===== src/rtl/div_int.sv =====
// +--------------------------------------------------------------------------+
// | Module   : div_int                                                       |
// | Purpose  : Iterative signed/unsigned integer divider (restoring).        |
// |            Define DIVINT_EARLY_EXIT_EN to finish |a| < |b| in one cycle. |
// | Revision : 1.0  initial release                                          |
// +--------------------------------------------------------------------------+
`default_nettype none

module div_int #(
    parameter int WIDTH = 8
) (
    input  logic             clk,
    input  logic             rst,
    input  logic             start,
    input  logic             sgn,
    input  logic [WIDTH-1:0] a,
    input  logic [WIDTH-1:0] b,
    output logic             busy,
    output logic             done,
    output logic             valid,
    output logic             dbz,
    output logic             ovf,
    output logic [WIDTH-1:0] val,
    output logic [WIDTH-1:0] rem
);

    localparam int c_CNT_W = $clog2(WIDTH);

    localparam logic [1:0] c_KIND_NORM  = 2'd0;
    localparam logic [1:0] c_KIND_DBZ   = 2'd1;
    localparam logic [1:0] c_KIND_OVF   = 2'd2;
    localparam logic [1:0] c_KIND_EARLY = 2'd3;

    typedef enum logic [1:0] {
        IDLE = 2'd0,
        CALC = 2'd1,
        SIGN = 2'd2
    } state_t;

    state_t             r_state;
    logic [1:0]         r_kind;
    logic [c_CNT_W-1:0] r_cnt;
    logic [WIDTH-1:0]   r_acc;
    logic [WIDTH-1:0]   r_q;
    logic [WIDTH-1:0]   r_div;
    logic               r_neg_q;
    logic               r_neg_r;
    logic               r_busy;
    logic               r_done;
    logic               r_valid;
    logic               r_dbz;
    logic               r_ovf;
    logic [WIDTH-1:0]   r_val;
    logic [WIDTH-1:0]   r_rem;

    logic [WIDTH-1:0]   w_ma;
    logic [WIDTH-1:0]   w_mb;
    logic               w_b_zero;
    logic               w_ovf;
    logic               w_early;
    logic [WIDTH:0]     w_acc;
    logic [WIDTH:0]     w_diff;

    // Operand magnitudes; the most-negative value maps onto its unsigned twin.
    assign w_ma     = (sgn && a[WIDTH-1]) ? -a : a;
    assign w_mb     = (sgn && b[WIDTH-1]) ? -b : b;
    assign w_b_zero = (b == '0);
    assign w_ovf    = sgn && (a == {1'b1, {(WIDTH-1){1'b0}}}) && (b == '1);

`ifdef DIVINT_EARLY_EXIT_EN
    assign w_early  = (w_ma < w_mb);
`else
    assign w_early  = 1'b0;
`endif

    // Trial subtraction on the WIDTH+1-bit accumulator; MSB set means borrow.
    assign w_acc  = {r_acc, r_q[WIDTH-1]};
    assign w_diff = w_acc - {1'b0, r_div};

    always_ff @(posedge clk) begin
        if (rst) begin
            r_state <= IDLE;
            r_kind  <= c_KIND_NORM;
            r_cnt   <= '0;
            r_acc   <= '0;
            r_q     <= '0;
            r_div   <= '0;
            r_neg_q <= 1'b0;
            r_neg_r <= 1'b0;
            r_busy  <= 1'b0;
            r_done  <= 1'b0;
            r_valid <= 1'b0;
            r_dbz   <= 1'b0;
            r_ovf   <= 1'b0;
            r_val   <= '0;
            r_rem   <= '0;
        end else begin
            r_done <= 1'b0;
            case (r_state)
                IDLE: begin
                    if (start) begin
                        r_valid <= 1'b0;
                        r_dbz   <= 1'b0;
                        r_ovf   <= 1'b0;
                        r_q     <= w_ma;
                        r_div   <= w_mb;
                        r_acc   <= '0;
                        r_cnt   <= '0;
                        r_neg_q <= sgn && (a[WIDTH-1] ^ b[WIDTH-1]);
                        r_neg_r <= sgn && a[WIDTH-1];
                        r_state <= CALC;
                        if (w_b_zero) begin
                            r_kind <= c_KIND_DBZ;
                        end else if (w_ovf) begin
                            r_kind <= c_KIND_OVF;
                        end else if (w_early) begin
                            r_kind <= c_KIND_EARLY;
                        end else begin
                            r_kind <= c_KIND_NORM;
                            r_busy <= 1'b1;
                        end
                    end
                end
                CALC: begin
                    if (r_kind != c_KIND_NORM) begin
                        // Short operations finish one cycle after start, busy never raised.
                        r_state <= IDLE;
                        r_done  <= 1'b1;
                        case (r_kind)
                            c_KIND_DBZ: r_dbz <= 1'b1;
                            c_KIND_OVF: r_ovf <= 1'b1;
                            default: begin
                                r_valid <= 1'b1;
                                r_val   <= '0;
                                r_rem   <= r_neg_r ? -r_q : r_q;
                            end
                        endcase
                    end else begin
                        if (!w_diff[WIDTH]) begin
                            r_acc <= w_diff[WIDTH-1:0];
                            r_q   <= {r_q[WIDTH-2:0], 1'b1};
                        end else begin
                            r_acc <= w_acc[WIDTH-1:0];
                            r_q   <= {r_q[WIDTH-2:0], 1'b0};
                        end
                        r_cnt <= r_cnt + c_CNT_W'(1);
                        if (r_cnt == c_CNT_W'(WIDTH-1)) begin
                            r_state <= SIGN;
                        end
                    end
                end
                SIGN: begin
                    r_val   <= r_neg_q ? -r_q : r_q;
                    r_rem   <= r_neg_r ? -r_acc : r_acc;
                    r_valid <= 1'b1;
                    r_done  <= 1'b1;
                    r_busy  <= 1'b0;
                    r_state <= IDLE;
                end
                default: r_state <= IDLE;
            endcase
        end
    end

    assign busy  = r_busy;
    assign done  = r_done;
    assign valid = r_valid;
    assign dbz   = r_dbz;
    assign ovf   = r_ovf;
    assign val   = r_val;
    assign rem   = r_rem;

endmodule

`default_nettype wire


===== config.mk =====
export PLATFORM = sky130hd
export DESIGN_NAME = div_int
export DESIGN_NICKNAME = d
export VERILOG_FILES = /design/src/rtl/div_int.sv
export SDC_FILE = /design/constraint.sdc
export NUM_CORES = 1
export LEC_CHECK = 0
export BUFFER_PORTS_ARGS = -buffer_cell sky130_fd_sc_hd__clkbuf_2
export CAP_MARGIN = 30
export CORE_MARGIN = 5
export CORE_UTILIZATION = 55
export DETAILED_ROUTE_END_ITERATION = 10
export PLACE_DENSITY_LB_ADDON = 0.1
export SLEW_MARGIN = 40
export SYNTH_ARGS = -nofsm -noshare
export SYNTH_HDL_FRONTEND = slang
export SYNTH_SLANG_ARGS = --single-unit
export TNS_END_PERCENT = 20

===== constraint.sdc =====
create_clock -name clk -period 8.4 [get_ports clk]
set_clock_uncertainty 0.2 [all_clocks]
set_input_delay 0.42 -clock clk [delete_from_list [all_inputs] [get_ports clk]]
set_output_delay 0.42 -clock clk [all_outputs]
set_load 0.02 [all_outputs]

==> impl_metrics.toml <==
[synth]
netlist.top_cell.by_area = "sky130_fd_sc_hd__dfxtp_1"
yosys.area_share.adder_pct = 8.56
yosys_warnings = 0
synth.lib_cells_used.distinct = 56
synth-compound-area-share_pct = 19.7
synth_simple_gate_area_share_pct = 20.6
synth_top_area_share_pct = 31.3
async_flop_share_pct = 0
synth.net_count = 478
ys_top_cells_by_area = "sky130_fd_sc_hd__dfxtp_1 (31%), sky130_fd_sc_hd__ha_1 (8.0%), sky130_fd_sc_hd__nand2_1 (6.1%)"
synthesis.area_um2 = 3450
dominantRegCellSynth = "sky130_fd_sc_hd__dfxtp_1"
synth-edff-count = 0
cell_with_the_most_instances_after_synthesis = "sky130_fd_sc_hd__nand2_1"
synth_top_family_by_area = "simple AND/OR/NAND/NOR gates"
yosys.area_share.xor_xnor_pct = 8.12
synth_seq_cells = 54
synth_top_cells_by_count = "sky130_fd_sc_hd__nand2_1 (56), sky130_fd_sc_hd__dfxtp_1 (54), sky130_fd_sc_hd__nor2_1 (46)"
multiplexer_area_fraction_after_synthesis_pct = 5.33
synth-seq-area-share_pct = 31.3
syn-instance-count = 435
syn-mean-instance-area_um2 = 7.93

[sta]
maxSlewViolCount = 0
final.setup.worst_slack_ns = 5.29
report.final.hold_viol_count = 0
finalCritPeriodShare_pct = 37.0
grt_setup_unrepaired = "false"
fmax_ghz = 0.322
final.setup.tns_ns = 0
period_minus_slack_ns = 3.11
slew_headroom_pct = 50.9
setup_viol = 0
transition_time_at_the_pin_with_the_least_slew_margin_ns = 0.736

[global_route]
grt_max_degree = 48
antenna_found_initial = 0
grt_pass1_wl_um = 13200
grt_usage_pct = 20.7
grt_pass1_vias = 2805
gr-total-overflow = 0

[routing]
number_of_iterations_in_the_first_detailed_routing_pass = 4
dr_total_vias = 3016
drt-initial-drc-count = 126
wl_um = 7740
drcViolationCount = 0
antenna_violating_nets_left = 0
post_drt_via_cell_ratio = 5.65
avgRoutedWirePerCell_um = 14.5

[worst_setup_path]
timing.critical_path.slowest_cell_delay_ns = 0.47
criticalPathCategory = "reg2reg"
worstPathArrival_ns = 3.15
start_kind = "flip-flop"
critical_path.endpoint_type = "flip-flop"
crit_path_top_delay_cell = "sky130_fd_sc_hd__or4_1"
crit_path_frequent_cell = "sky130_fd_sc_hd__inv_1"
cp_data_required_time_ns = 8.45
critical_path_peak_fanout = 9
crit_chain = "inv_1 -> ha_1 -> inv_1 -> fa_1 -> a211oi_2 -> nor3_1 -> or4_1 -> nand4_1 -> mux2_2 -> o21ai_1"

[clock_tree]
quantity_of_hold_fixing_buffers_added_after_cts = 0
cts_buffer_depth = 2
numClockSinks = 54
clk_root_buffer_cell = "sky130_fd_sc_hd__clkbuf_8"
tritoncts = "built"
tritoncts.num_buffers = 5
cts.htree.levels = 2
clkTransAtPathRegs_ns = 0.10
clock_insertion_delay_worst_skew_ns = 0.31
post_cts_buffers = 0
post_cts_resized = 0

[cells_and_area]
number_of_inserted_filler_cells_in_the_final_layout = 573
utilization_pct = 62.8
post_route_cells_drive_above_1_share_pct = 13.5
ff_latch_area_um2 = 1080
layout-area-overhead-vs-synth_pct = 9.72
nNetsFinal = 501
multi_input_comb_area_um2 = 2150
antenna_diode_count = 0

[die]
core_um2 = 6030
std_cell_rows = 28
die_area_um2 = 7960
number_of_top_level_pins = 41
initial_utilization_pct = 57.3
die_x_um = 89.2
height_of_the_chip_um = 89.2

[run]
drv.max_cap_violation_count = 0

[worst_hold_path]
hold_path.class = "in2reg"

[placement]
portBuffers = 40
gp_congestion = 0.920
detailed_place_hpwl_um = 5790
dp_worst_setup_slack_ns = 5.32

[power_and_ir_drop]
power_density_nw_per_um2 = 180
pwr-share-comb_pct = 26.0
power.sequential.fraction_pct = 42.8
power.clock.fraction_pct = 31.2
sw_share_pct = 30.5
max-vdd-ir-drop_uv = 114
internal_power_w = 0.000474
switchingPower_w = 0.000208
static-leakage-power_nw = 1.50

[status]
run_status = "finished clean"
power groups by stage:
| stage | Combinational, W | Clock (W) | Sequential [W] |
|---|---|---|---|
| 3_5_place_dp | 0.000176 | 0 | 0.000298 |
| 5_1_grt | 0.000198 | 0.000228 | 0.000294 |
| 2_1_floorplan | 0.000146 | 0 | 0.000291 |
| 6_report | 0.000177 | 0.000213 | 0.000292 |
| 3_3_place_gp | 0.000173 | 0 | 0.000296 |
| 4_1_cts | 0.000177 | 0.000215 | 0.000292 |
through the flow:
stage                     power, W  cells  hold slack, ns  area (µm²)
after floorplan           0.000437    435           0.228        3450
after global placement    0.000469    525           0.238        3630
after detailed placement  0.000473    525           0.246        3630
after CTS                 0.000683    533           0.207        3770
after global routing      0.000721    534           0.223        3790
final                     0.000682    534           0.210        3790
worst max-delay path, delay by kind of cell (launching register included):
family	cells	cell delay, ns
adders and majority gates	2	0.58
buffers and inverters	2	0.14
and+or+nand+nor	3	0.99
DFF	1	0.36
muxes	1	0.41
AOI/OAI and AO/OA	2	0.36
sequential cells by signal, indices dropped and copies added, names as in the netlist, 2 cells and up:
register	flops
r_q	8
r_acc	8
r_kind	2
r_state	2
rem	8
r_cnt	3
val	8
r_div	8
worst paths after layout:
check / start / endpoint / slack (ns) / cells past startpoint
max: r_q[7] / r_acc[0] / 5.29 / 10
min: b[0] / r_div[0] / 0.21 / 3
max reg2reg: r_q[7] / r_acc[0] / 5.29 / 10
min reg2reg: rem[7] / rem[7] / 0.26 / 2
cell type report:
class | instances | share of cell area (%)
Sequential cell | 54 | 28.6
Multi-Input combinational cell | 329 | 56.8
Timing Repair Buffer | 42 | 5.85
Clock buffer | 6 | 2.18
Inverter | 26 | 2.58
Clock inverter | 2 | 1.59
Tap cell | 75 | 2.48
layout by cell type, fill, tap and decap left out, drive strengths merged, types with 3 or more instances in the layout:
cell	instances
a211oi	10
a21oi	34
a22oi	4
a311oi	3
clkbuf	46
dfxtp	54
ha	22
inv	26
mux2i	15
nand2	56
nand2b	6
nand3	16
nor2	46
nor2b	4
nor3	9
o211ai	5
o21ai	23
o31ai	5
o41ai	3
or3	5
xnor2	21
xor2	11
layer usage:
layer  vias to the layer above  global-route usage (%)  share of wire [%]
met2                        59                    33.9                 46
li1                       1548                       -                  -
met3                         5                    3.96                4.1
met5                         -                       0                  0
met4                         0                    4.74               0.59
met1                      1404                    28.4                 49
kinds of logic (layout without fill, tap and decap cells):
kind of cell / Yosys count / count (layout)
AO/OA/AOI/OAI: 101 / 101
XOR/XNOR: 32 / 32
adder cells (fa/ha/maj): 23 / 23
buffers and inverters: 52 / 76
flip-flops: 54 / 54
multiplexers: 17 / 17
AND/OR/NAND/NOR: 156 / 156
(Power assumes the default switching activity.)
